<file path="config.mk">
export PLATFORM = sky130hd
export DESIGN_NAME = p3t_sensor_target
export DESIGN_NICKNAME = d
export VERILOG_FILES = /design/src/rtl/p3t_pkg.sv /design/src/rtl/i2c_line_sync.sv /design/src/rtl/p3t_sensor_target.sv
export SDC_FILE = /design/constraint.sdc
export NUM_CORES = 1
export LEC_CHECK = 0
export ABC_AREA = 1
export CORE_UTILIZATION = 40
export DETAILED_ROUTE_END_ITERATION = 8
export GPL_TIMING_DRIVEN = 0
export HOLD_SLACK_MARGIN = 0.05
export RECOVER_POWER = 100
export SLEW_MARGIN = 20
export SYNTH_ARGS = -nofsm -noshare
export SYNTH_HDL_FRONTEND = slang
export SYNTH_HIERARCHICAL = 1
export SYNTH_SLANG_ARGS = --single-unit
export TNS_END_PERCENT = 20
</file>
<file path="constraint.sdc">
create_clock -name clk -period 2.5 [get_ports clk]
set_clock_uncertainty 0.15 [all_clocks]
set_input_delay 0.375 -clock clk [delete_from_list [all_inputs] [get_ports clk]]
set_output_delay 0.375 -clock clk [all_outputs]
set_load 0.05 [all_outputs]
</file>
<file path="src/rtl/p3t_pkg.sv">
// rtl/p3t_pkg.sv - shared types, constants and temperature encoding for the P3T sensor target
package p3t_pkg;

    typedef enum logic [3:0] {
        ST_IDLE,
        ST_ADDR,
        ST_ADDR_ACK,
        ST_PTR,
        ST_PTR_ACK,
        ST_WDATA,
        ST_WDATA_ACK,
        ST_RDATA,
        ST_RACK,
        ST_IGNORE
    } p3t_state_e;

    localparam logic [1:0] PTR_TEMP = 2'd0;
    localparam logic [1:0] PTR_CFG  = 2'd1;

    localparam int TEMP_FRAC_BITS = 4;

    // Whole degrees to 0.0625 C/LSB: the fraction bits are always zero
    function automatic logic [11:0] temp_encode(input logic signed [7:0] t);
        return {t, {TEMP_FRAC_BITS{1'b0}}};
    endfunction

endpackage

</file>
<file path="src/rtl/i2c_line_sync.sv">
// rtl/i2c_line_sync.sv - SCL/SDA synchronizers, edge detection and START/STOP pulses
module i2c_line_sync (
    input  logic clk,
    input  logic rst_n,
    input  logic scl_i,
    input  logic sda_i,
    output logic scl_rise,
    output logic scl_fall,
    output logic sda_s,
    output logic start_det,
    output logic stop_det
);

    logic scl_q1, scl_q2, scl_q3;
    logic sda_q1, sda_q2, sda_q3;

    // Two synchronizer stages plus one history stage; idle bus reads high
    always_ff @(posedge clk or negedge rst_n) begin
        if (!rst_n) begin
            scl_q1 <= 1'b1;
            scl_q2 <= 1'b1;
            scl_q3 <= 1'b1;
            sda_q1 <= 1'b1;
            sda_q2 <= 1'b1;
            sda_q3 <= 1'b1;
        end else begin
            scl_q1 <= scl_i;
            scl_q2 <= scl_q1;
            scl_q3 <= scl_q2;
            sda_q1 <= sda_i;
            sda_q2 <= sda_q1;
            sda_q3 <= sda_q2;
        end
    end

    assign scl_rise  = scl_q2 & ~scl_q3;
    assign scl_fall  = ~scl_q2 & scl_q3;
    assign sda_s     = sda_q2;
    // SDA moving while SCL is stably high marks a bus condition
    assign start_det = scl_q2 & scl_q3 & sda_q3 & ~sda_q2;
    assign stop_det  = scl_q2 & scl_q3 & ~sda_q3 & sda_q2;

endmodule

</file>
<file path="src/rtl/p3t_sensor_target.sv">
// rtl/p3t_sensor_target.sv - I2C target emulating the P3T1035/P3T2030 temperature sensor
module p3t_sensor_target
    import p3t_pkg::*;
#(
    parameter logic [6:0] I2C_ADDR  = 7'h48,
    parameter logic [7:0] CFG_RESET = 8'h00
) (
    input  logic              clk,
    input  logic              rst_n,
    input  logic signed [7:0] temperature_in,
    input  logic              scl_i,
    input  logic              sda_i,
    output logic              sda_oe,
    output logic              busy,
    output logic [7:0]        config_reg
);

    logic       scl_rise, scl_fall, sda_s, start_det, stop_det;
    p3t_state_e state, state_nxt;
    logic [7:0] shift;
    logic [7:0] shift_nxt;
    logic [2:0] bit_cnt;
    logic       last_bit;
    logic       rw;
    logic [1:0] ptr;
    logic [7:0] shadow;
    logic       byte_sel;
    logic       first_wr;
    logic       sda_oe_nxt;
    logic [15:0] rd_word;
    logic [7:0]  tx_byte;

    i2c_line_sync u_sync (
        .clk       (clk),
        .rst_n     (rst_n),
        .scl_i     (scl_i),
        .sda_i     (sda_i),
        .scl_rise  (scl_rise),
        .scl_fall  (scl_fall),
        .sda_s     (sda_s),
        .start_det (start_det),
        .stop_det  (stop_det)
    );

    assign shift_nxt = {shift[6:0], sda_s};
    assign last_bit  = scl_rise && (bit_cnt == 3'd7);
    assign busy      = (state != ST_IDLE);

    // Read word for the current pointer; temperature comes from the snapshot
    always_comb begin
        case (ptr)
            PTR_TEMP: rd_word = {temp_encode(shadow), 4'h0};
            PTR_CFG:  rd_word = {config_reg, 8'h00};
            default:  rd_word = 16'h0000;
        endcase
        tx_byte = byte_sel ? rd_word[7:0] : rd_word[15:8];
    end

    // State register
    always_ff @(posedge clk or negedge rst_n) begin
        if (!rst_n) state <= ST_IDLE;
        else        state <= state_nxt;
    end

    // Next state; bus conditions override everything; in ACK states sda_oe tells
    // whether the slot has already begun
    always_comb begin
        state_nxt = state;
        if (stop_det) begin
            state_nxt = ST_IDLE;
        end else if (start_det) begin
            state_nxt = ST_ADDR;
        end else begin
            case (state)
                ST_ADDR:      if (last_bit) state_nxt = (shift_nxt[7:1] == I2C_ADDR) ? ST_ADDR_ACK : ST_IGNORE;
                ST_ADDR_ACK:  if (scl_fall && sda_oe) state_nxt = rw ? ST_RDATA : ST_PTR;
                ST_PTR:       if (last_bit) state_nxt = ST_PTR_ACK;
                ST_PTR_ACK:   if (scl_fall && sda_oe) state_nxt = ST_WDATA;
                ST_WDATA:     if (last_bit) state_nxt = ST_WDATA_ACK;
                ST_WDATA_ACK: if (scl_fall && sda_oe) state_nxt = ST_WDATA;
                ST_RDATA:     if (last_bit) state_nxt = ST_RACK;
                ST_RACK:      if (scl_rise) state_nxt = sda_s ? ST_IGNORE : ST_RDATA;
                default:      state_nxt = state;
            endcase
        end
    end

    // SDA drive value; only moves on an SCL fall so it is stable while SCL is high
    always_comb begin
        sda_oe_nxt = 1'b0;
        if (!(stop_det || start_det)) begin
            case (state)
                ST_ADDR_ACK: begin
                    sda_oe_nxt = sda_oe;
                    if (scl_fall) sda_oe_nxt = !sda_oe ? 1'b1 : (rw ? ~tx_byte[7] : 1'b0);
                end
                ST_PTR_ACK, ST_WDATA_ACK: begin
                    sda_oe_nxt = sda_oe;
                    if (scl_fall) sda_oe_nxt = ~sda_oe;
                end
                ST_RDATA: begin
                    sda_oe_nxt = sda_oe;
                    if (scl_fall) sda_oe_nxt = ~tx_byte[~bit_cnt];
                end
                ST_RACK: begin
                    sda_oe_nxt = sda_oe;
                    if (scl_fall) sda_oe_nxt = 1'b0;
                end
                default: sda_oe_nxt = 1'b0;
            endcase
        end
    end

    // Shift register, bit counter, pointer, config and read snapshot
    always_ff @(posedge clk or negedge rst_n) begin
        if (!rst_n) begin
            sda_oe     <= 1'b0;
            shift      <= 8'h00;
            bit_cnt    <= 3'd0;
            rw         <= 1'b0;
            ptr        <= PTR_TEMP;
            config_reg <= CFG_RESET;
            shadow     <= 8'h00;
            byte_sel   <= 1'b0;
            first_wr   <= 1'b0;
        end else begin
            sda_oe <= sda_oe_nxt;
            if (start_det || stop_det) begin
                bit_cnt <= 3'd0;
            end else begin
                if (scl_rise && (state inside {ST_ADDR, ST_PTR, ST_WDATA, ST_RDATA})) begin
                    shift   <= shift_nxt;
                    bit_cnt <= bit_cnt + 3'd1;
                end
                if (state == ST_ADDR && last_bit) rw <= shift_nxt[0];
                if (state == ST_PTR && last_bit) ptr <= shift_nxt[1:0];
                if (state == ST_PTR_ACK && scl_fall && sda_oe) first_wr <= 1'b1;
                if (state == ST_WDATA && last_bit) begin
                    if (first_wr && ptr == PTR_CFG) config_reg <= shift_nxt;
                    first_wr <= 1'b0;
                end
                // Snapshot taken as the read-address ACK goes out
                if (state == ST_ADDR_ACK && scl_fall && !sda_oe && rw) begin
                    shadow   <= temperature_in;
                    byte_sel <= 1'b0;
                end
                if (state == ST_RACK && scl_rise && !sda_s) byte_sel <= ~byte_sel;
            end
        end
    end

endmodule

</file>
==> Word-level counts from Yosys, hierarchy flattened <==
Cells that the tools add are included.
{ "word_totals": {"romBits": 0, "latch_bits": 0, "ram_bits": 0, "regBits": 42, "memories": 0, "elab_cells": 122} }
{ "op_classes": {"mux": 31, "shift": 0, "n_mul": 0, "reduce_logical": 34, "n_lt_le_gt_ge": 1, "n_eq_ne": 22, "add_sub_neg": 1, "n_bitwise": 17, "div_mod_pow": 0} }
{ "ops": {"columns": ["cell", "count"], "rows": [
  ["2-to-1 mux 4 bit", 11],
  ["one-hot mux 16 bit (2 select lines)", 1],
  ["one-hot mux 4 bit (7 select lines)", 1],
  ["!= test 4 bit, second input constant", 6],
  ["== test 4 x 3 -> 1 bit, second input constant", 4],
  ["logical AND 1 bit", 14],
  ["2-to-1 mux 1 bit", 12],
  ["AND reduction 2 bit", 6],
  ["2-to-1 mux 3 bit", 3],
  ["!= test 3 bit, second input constant", 3],
  ["inverter 1 bit", 9],
  ["nonzero test 9 bit", 1],
  ["== test 4 x 2 -> 1 bit, second input constant", 2],
  ["2-to-1 mux 8 bit", 1],
  ["AND reduction 8 bit", 1],
  ["nonzero test 4 bit", 2],
  ["bitwise AND 1 bit", 7],
  ["== test 7 bit, second input constant", 1],
  ["nonzero test 2 bit", 3],
  ["== test 4 x 1 -> 1 bit, second input constant", 1],
  ["== test 4 bit, second input constant", 1],
  ["< comparator 3 x 4 -> 1 bit, second input constant", 1],
  ["!= test 4 x 1 -> 1 bit, second input constant", 1],
  ["one-hot mux 1 bit (4 select lines)", 1],
  ["12 further kinds", 13]
]} }

==> Longest topological paths before layout <==
{ "depth": {"word_depth": 9, "mapped_depth": 12} }

==> Hierarchy <==
Netlist, hierarchy kept.
{ "modules_own_cells": {"columns": ["mod", "cells_each", "area_per_inst_um2", "seq_area_each_um2", "n_inst"], "rows": [
  ["p3t_sensor_target", 230, 1970.6, 900.9, 1],
  ["i2c_line_sync", 17, 198.9, 157.7, 1]
]} }

==> Least setup slack after synthesis <==
Ideal clock, no wire load.
{ "synth_timing": {"path_kind": "flip-flop to flip-flop", "from": "register u_sync.scl_q2", "to": "register config_reg[7]", "stages_incl_launch_ff": 7, "t_required_ns": 2.222, "n_path_buf": 0, "setup_slack_ns": 0.648, "setup_time_ns": 0.128, "t_arrival_ns": 1.574, "cell_sequence": "dfstp_2 inv_1 nor2_1 nand2_1 nor3_4 nand4_2 mux2_1"} }
{ "synth_rtl": {"columns": ["item", "line", "rtl"], "rows": [
  ["start: declaration", "i2c_line_sync.sv:14", "logic scl_q1, scl_q2, scl_q3;"],
  ["start signal: assignment", "i2c_line_sync.sv:28", "scl_q2 <= scl_q1;"],
  ["bitwise AND 1 bit", "i2c_line_sync.sv:36", "assign scl_rise = scl_q2 & ~scl_q3;"],
  ["net scl_rise", "p3t_sensor_target.sv:18", "logic scl_rise, scl_fall, sda_s, start_det, stop_det;"],
  ["logical AND 1 bit", "p3t_sensor_target.sv:46", "assign last_bit = scl_rise && (bit_cnt == 3'd7);"],
  ["logical AND 1 bit", "p3t_sensor_target.sv:138", "if (state == ST_WDATA && last_bit) begin"],
  ["AND reduction 3 bit (no source line)", null, null],
  ["end signal: assignment", "p3t_sensor_target.sv:139", "if (first_wr && ptr == PTR_CFG) config_reg <= shift_nxt;"],
  ["end: declaration", "p3t_sensor_target.sv:15", "output logic [7:0] config_reg"]
]} }
The timed path passes the listed nets, and every way through them passes these cells.
A chain may end at the register's enable or synchronous reset.

==> Final worst setup path <==
{ "layout_timing": {"from": "register sda_oe", "to": "output port sda_oe"} }
{ "layout_rtl": {"columns": ["item", "line", "rtl"], "rows": [
  ["start: declaration", "p3t_sensor_target.sv:13", "output logic sda_oe,"],
  ["start signal: assignment", "p3t_sensor_target.sv:127", "sda_oe <= sda_oe_nxt;"]
]} }
No word-level cell between the ends.

==> run_results.csv <==
group,metric,value,unit
cts,cts_tree,"built",
cts,cts_sinks,42,
placement,dpl_cell_area,0.00248,mm^2
placement,io_buffers,21,
finish,nNetsFinal,291,
worst_setup_path,path_class,"flip-flop to output pin",
power_and_ir_drop,p_comb_share,33.6,%
floorplan,core-area,0.00517,mm^2
power_and_ir_drop,ir_drop,0.000416,V
floorplan,die_h,75.6,um
cts,cts_made_buffers,5,
sta,fin_crit,2.20,ns
power_and_ir_drop,switchingPower,0.814,mW
floorplan,die_w,75.6,um
placement,dp_cells,339,
synthesis,ys.flop_type,"dfrtp_1",
synthesis,syn_inst,247,
floorplan,ios,22,
power_and_ir_drop,intPower,1.22,mW
synthesis,synthesis.nets,261,
power_and_ir_drop,powerDensity,807,mW/mm^2
cts,root_buffer,"clkbuf_8",
finish,areaGrowthSynthToFinish,16.1,%
finish,design_area,0.00252,mm^2
sta,timing.slew.headroom,45.5,%
route,first_iter_violations,71,
worst_hold_path,min_path_type,"flip-flop to flip-flop",
cts,clk_path_buf_depth,2,
grt,grt_pass1_vias,1607,
power_and_ir_drop,p_sw_share,40.1,%
synthesis,syn-cell-area,0.00217,mm^2
flow_run,cap_viol_max_count,0,
cts,clk_latency,0.29,ns
grt,grtUsageTotal,17.6,%
worst_setup_path,timing.critical_path.cells,"dlygate4sd3_1",
worst_setup_path,critPathMaxStageDelay,0.91,ns
synthesis,ys_ff_latch,42,
route,routed_via_density,4.94,
worst_setup_path,start_kind,"flip-flop",
finish,instances_no_fill,348,
grt,grt_max_degree,30,
worst_setup_path,crit_arrival,1.67,ns
synthesis,ys_types,30,
cts,htree_levels,2,
worst_setup_path,path_max_fanout,5,
synthesis,synth_edf_count,0,
placement,pre_cts_ws,0.365,ns
status,outcome,"complete, no violations",
power_and_ir_drop,p_leak,1.20,nW
cts,cts_setup_buffers,0,
synthesis,yosysTopAreaCellShare,41.5,%
grt,grt_antenna_before_repair,0,
route,drtPass1Iterations,4,
route,ant_nets,0,
synthesis,seq_area_frac_synth,48.8,%
synthesis,ys_top_cells_by_area,"dfrtp_1 42%, nand2_1 11%, dfstp_2 7.3%",
worst_setup_path,worst_setup_path_end_kind,"output pin",
power_and_ir_drop,clkPwrFrac,21.6,%
grt,grt_pass1_wl,7.45,mm
grt,overflow,0,
route,wl_per_cell,12.9,um
sta,max_freq,456,MHz
worst_setup_path,cp_num_buf_inv,1,
sta,drv_slew,0,
cts,clk_pin_slew_worst_paths,0.08,ns
sta,finalCritPeriodShare,87.8,%
finish,antenna_cells,0,
synthesis,yosysTopAreaCell,"dfrtp_1",
synthesis,synth-async-reset-ratio,100,%
placement,place_congestion,0.877,
floorplan,rows,26,
floorplan,fp.dieArea,0.00572,mm^2
route,vias,1718,
synthesis,synth_common_cells,"66 x nand2_1, 36 x dfrtp_1, 28 x nand3_1",
sta,hold_violations,0,
worst_setup_path,path_delay_family,"buffers and inverters",
synthesis,ys.warnings.count,6,
worst_setup_path,crit_required,1.98,ns
sta,worst_pin_slew,0.818,ns
placement,hpwl,3.42,mm
worst_setup_path,cp_slowest_cell,"dlygate4sd3_1",
finish,drive_above_1_share,13.3,%
power_and_ir_drop,power_frac_seq,44.8,%
synthesis,avgSynthCellArea,8.78,um^2
route,drc_errors,0,
route,wl,4.50,mm
floorplan,initial_core_util,41.9,%
synthesis,synth_most_common_cell,"nand2_1",
sta,finalWorstSetupSlack,0.305,ns
sta,setup_violations,0,
sta,grt_setup_unrepaired,"false",
==> path summary, 6_finish.rpt <==
path	startpoint	to	slack, ns	depth (start not counted)
min in group asynchronous	rst_n	shadow[3]	0.53	2
max	sda_oe	sda_oe	0.30	1
max in group asynchronous	rst_n	state[3]	0.50	3
min	u_sync/scl_q1	u_sync/scl_q2	0.21	0
min reg2reg	u_sync/scl_q1	u_sync/scl_q2	0.21	0
max reg2reg	u_sync/scl_q2	config_reg[6]	0.36	8
==> layout make-up <==
class | instances | area, um^2
clock inverter | 3 | 21.3
buffer | 4 | 17.5
sequential | 42 | 1060
tap | 70 | 87.6
inverter | 26 | 97.6
multi-input combinational | 175 | 955
fill | 500 | 2650
timing repair buffer | 23 | 213
clock buffer | 5 | 68.8
==> placed cells by master (no fill, tap or decap), drive strengths merged <==
cell type      synthesis  final
nand2                 73     73
dfrtp                 36     36
nand3                 28     28
inv                   26     26
o21ai                 26     26
nor2                  19     19
dlygate4sd3            0     12
clkbuf                 0     10
mux2                   9      9
clkdlybuf4s50          0      8
nand4                  7      7
dfstp                  6      6
nor3                   4      4
buf                    4      2
a21oi                  2      2
ha                     2      2
clkinv                 0      2
a211oi                 1      1
or2                    1      1
o22ai                  1      1
o2111ai                1      1
a31oi                  1      1
clkinvlp               0      1
==> per-stage QoR <==
stage | hold WS (ns) | total power [mW] | utilization, % | TNS, ns
finish | 0.214 | 2.03 | 48.7 | 0
global route | 0.218 | 2.19 | 48.7 | 0
CTS | 0.211 | 2.09 | 49.9 | 0
detailed placement | 0.160 | 1.64 | 48.0 | 0
global placement | 0.196 | 1.63 | 47.7 | -8.21
floorplan | -0.0706 | 1.45 | - | 0
==> cells by family after synthesis <==
group / count (synthesis) / share of synthesized area, %
AND/OR/NAND/NOR: 132 / 30.5
flip-flops: 42 / 48.8
AO/OA/AOI/OAI: 32 / 7.96
buffers and inverters: 30 / 5.54
multiplexers: 9 / 6.06
adder cells (fa/ha/maj): 2 / 1.15
==> metal layers <==
| layer | global-route usage, % | part of all wire, % | vias to the layer above |
|---|---|---|---|
| met5 | 0 | 0 | - |
| met4 | 4.32 | 0.60 | 0 |
| met3 | 4.37 | 3.5 | 2 |
| met2 | 27.8 | 45 | 32 |
| met1 | 24.6 | 51 | 802 |
| li1 | - | - | 882 |
==> power groups by stage <==
stage | combinational, mW | sequential (mW) | clock [mW]
CTS | 0.725 | 0.909 | 0.457
global route | 0.785 | 0.931 | 0.479
finish | 0.683 | 0.910 | 0.439
detailed placement | 0.722 | 0.921 | 0
floorplan | 0.555 | 0.898 | 0
global placement | 0.714 | 0.921 | 0
==> timing repair <==
action	in CTS	in global routing
hold buffers	1	0
hold endpoints to repair	13	0
endpoints found under the setup margin	0	1
gates resized for setup	0	1
Note: power is estimated with default switching activity, not from simulation.
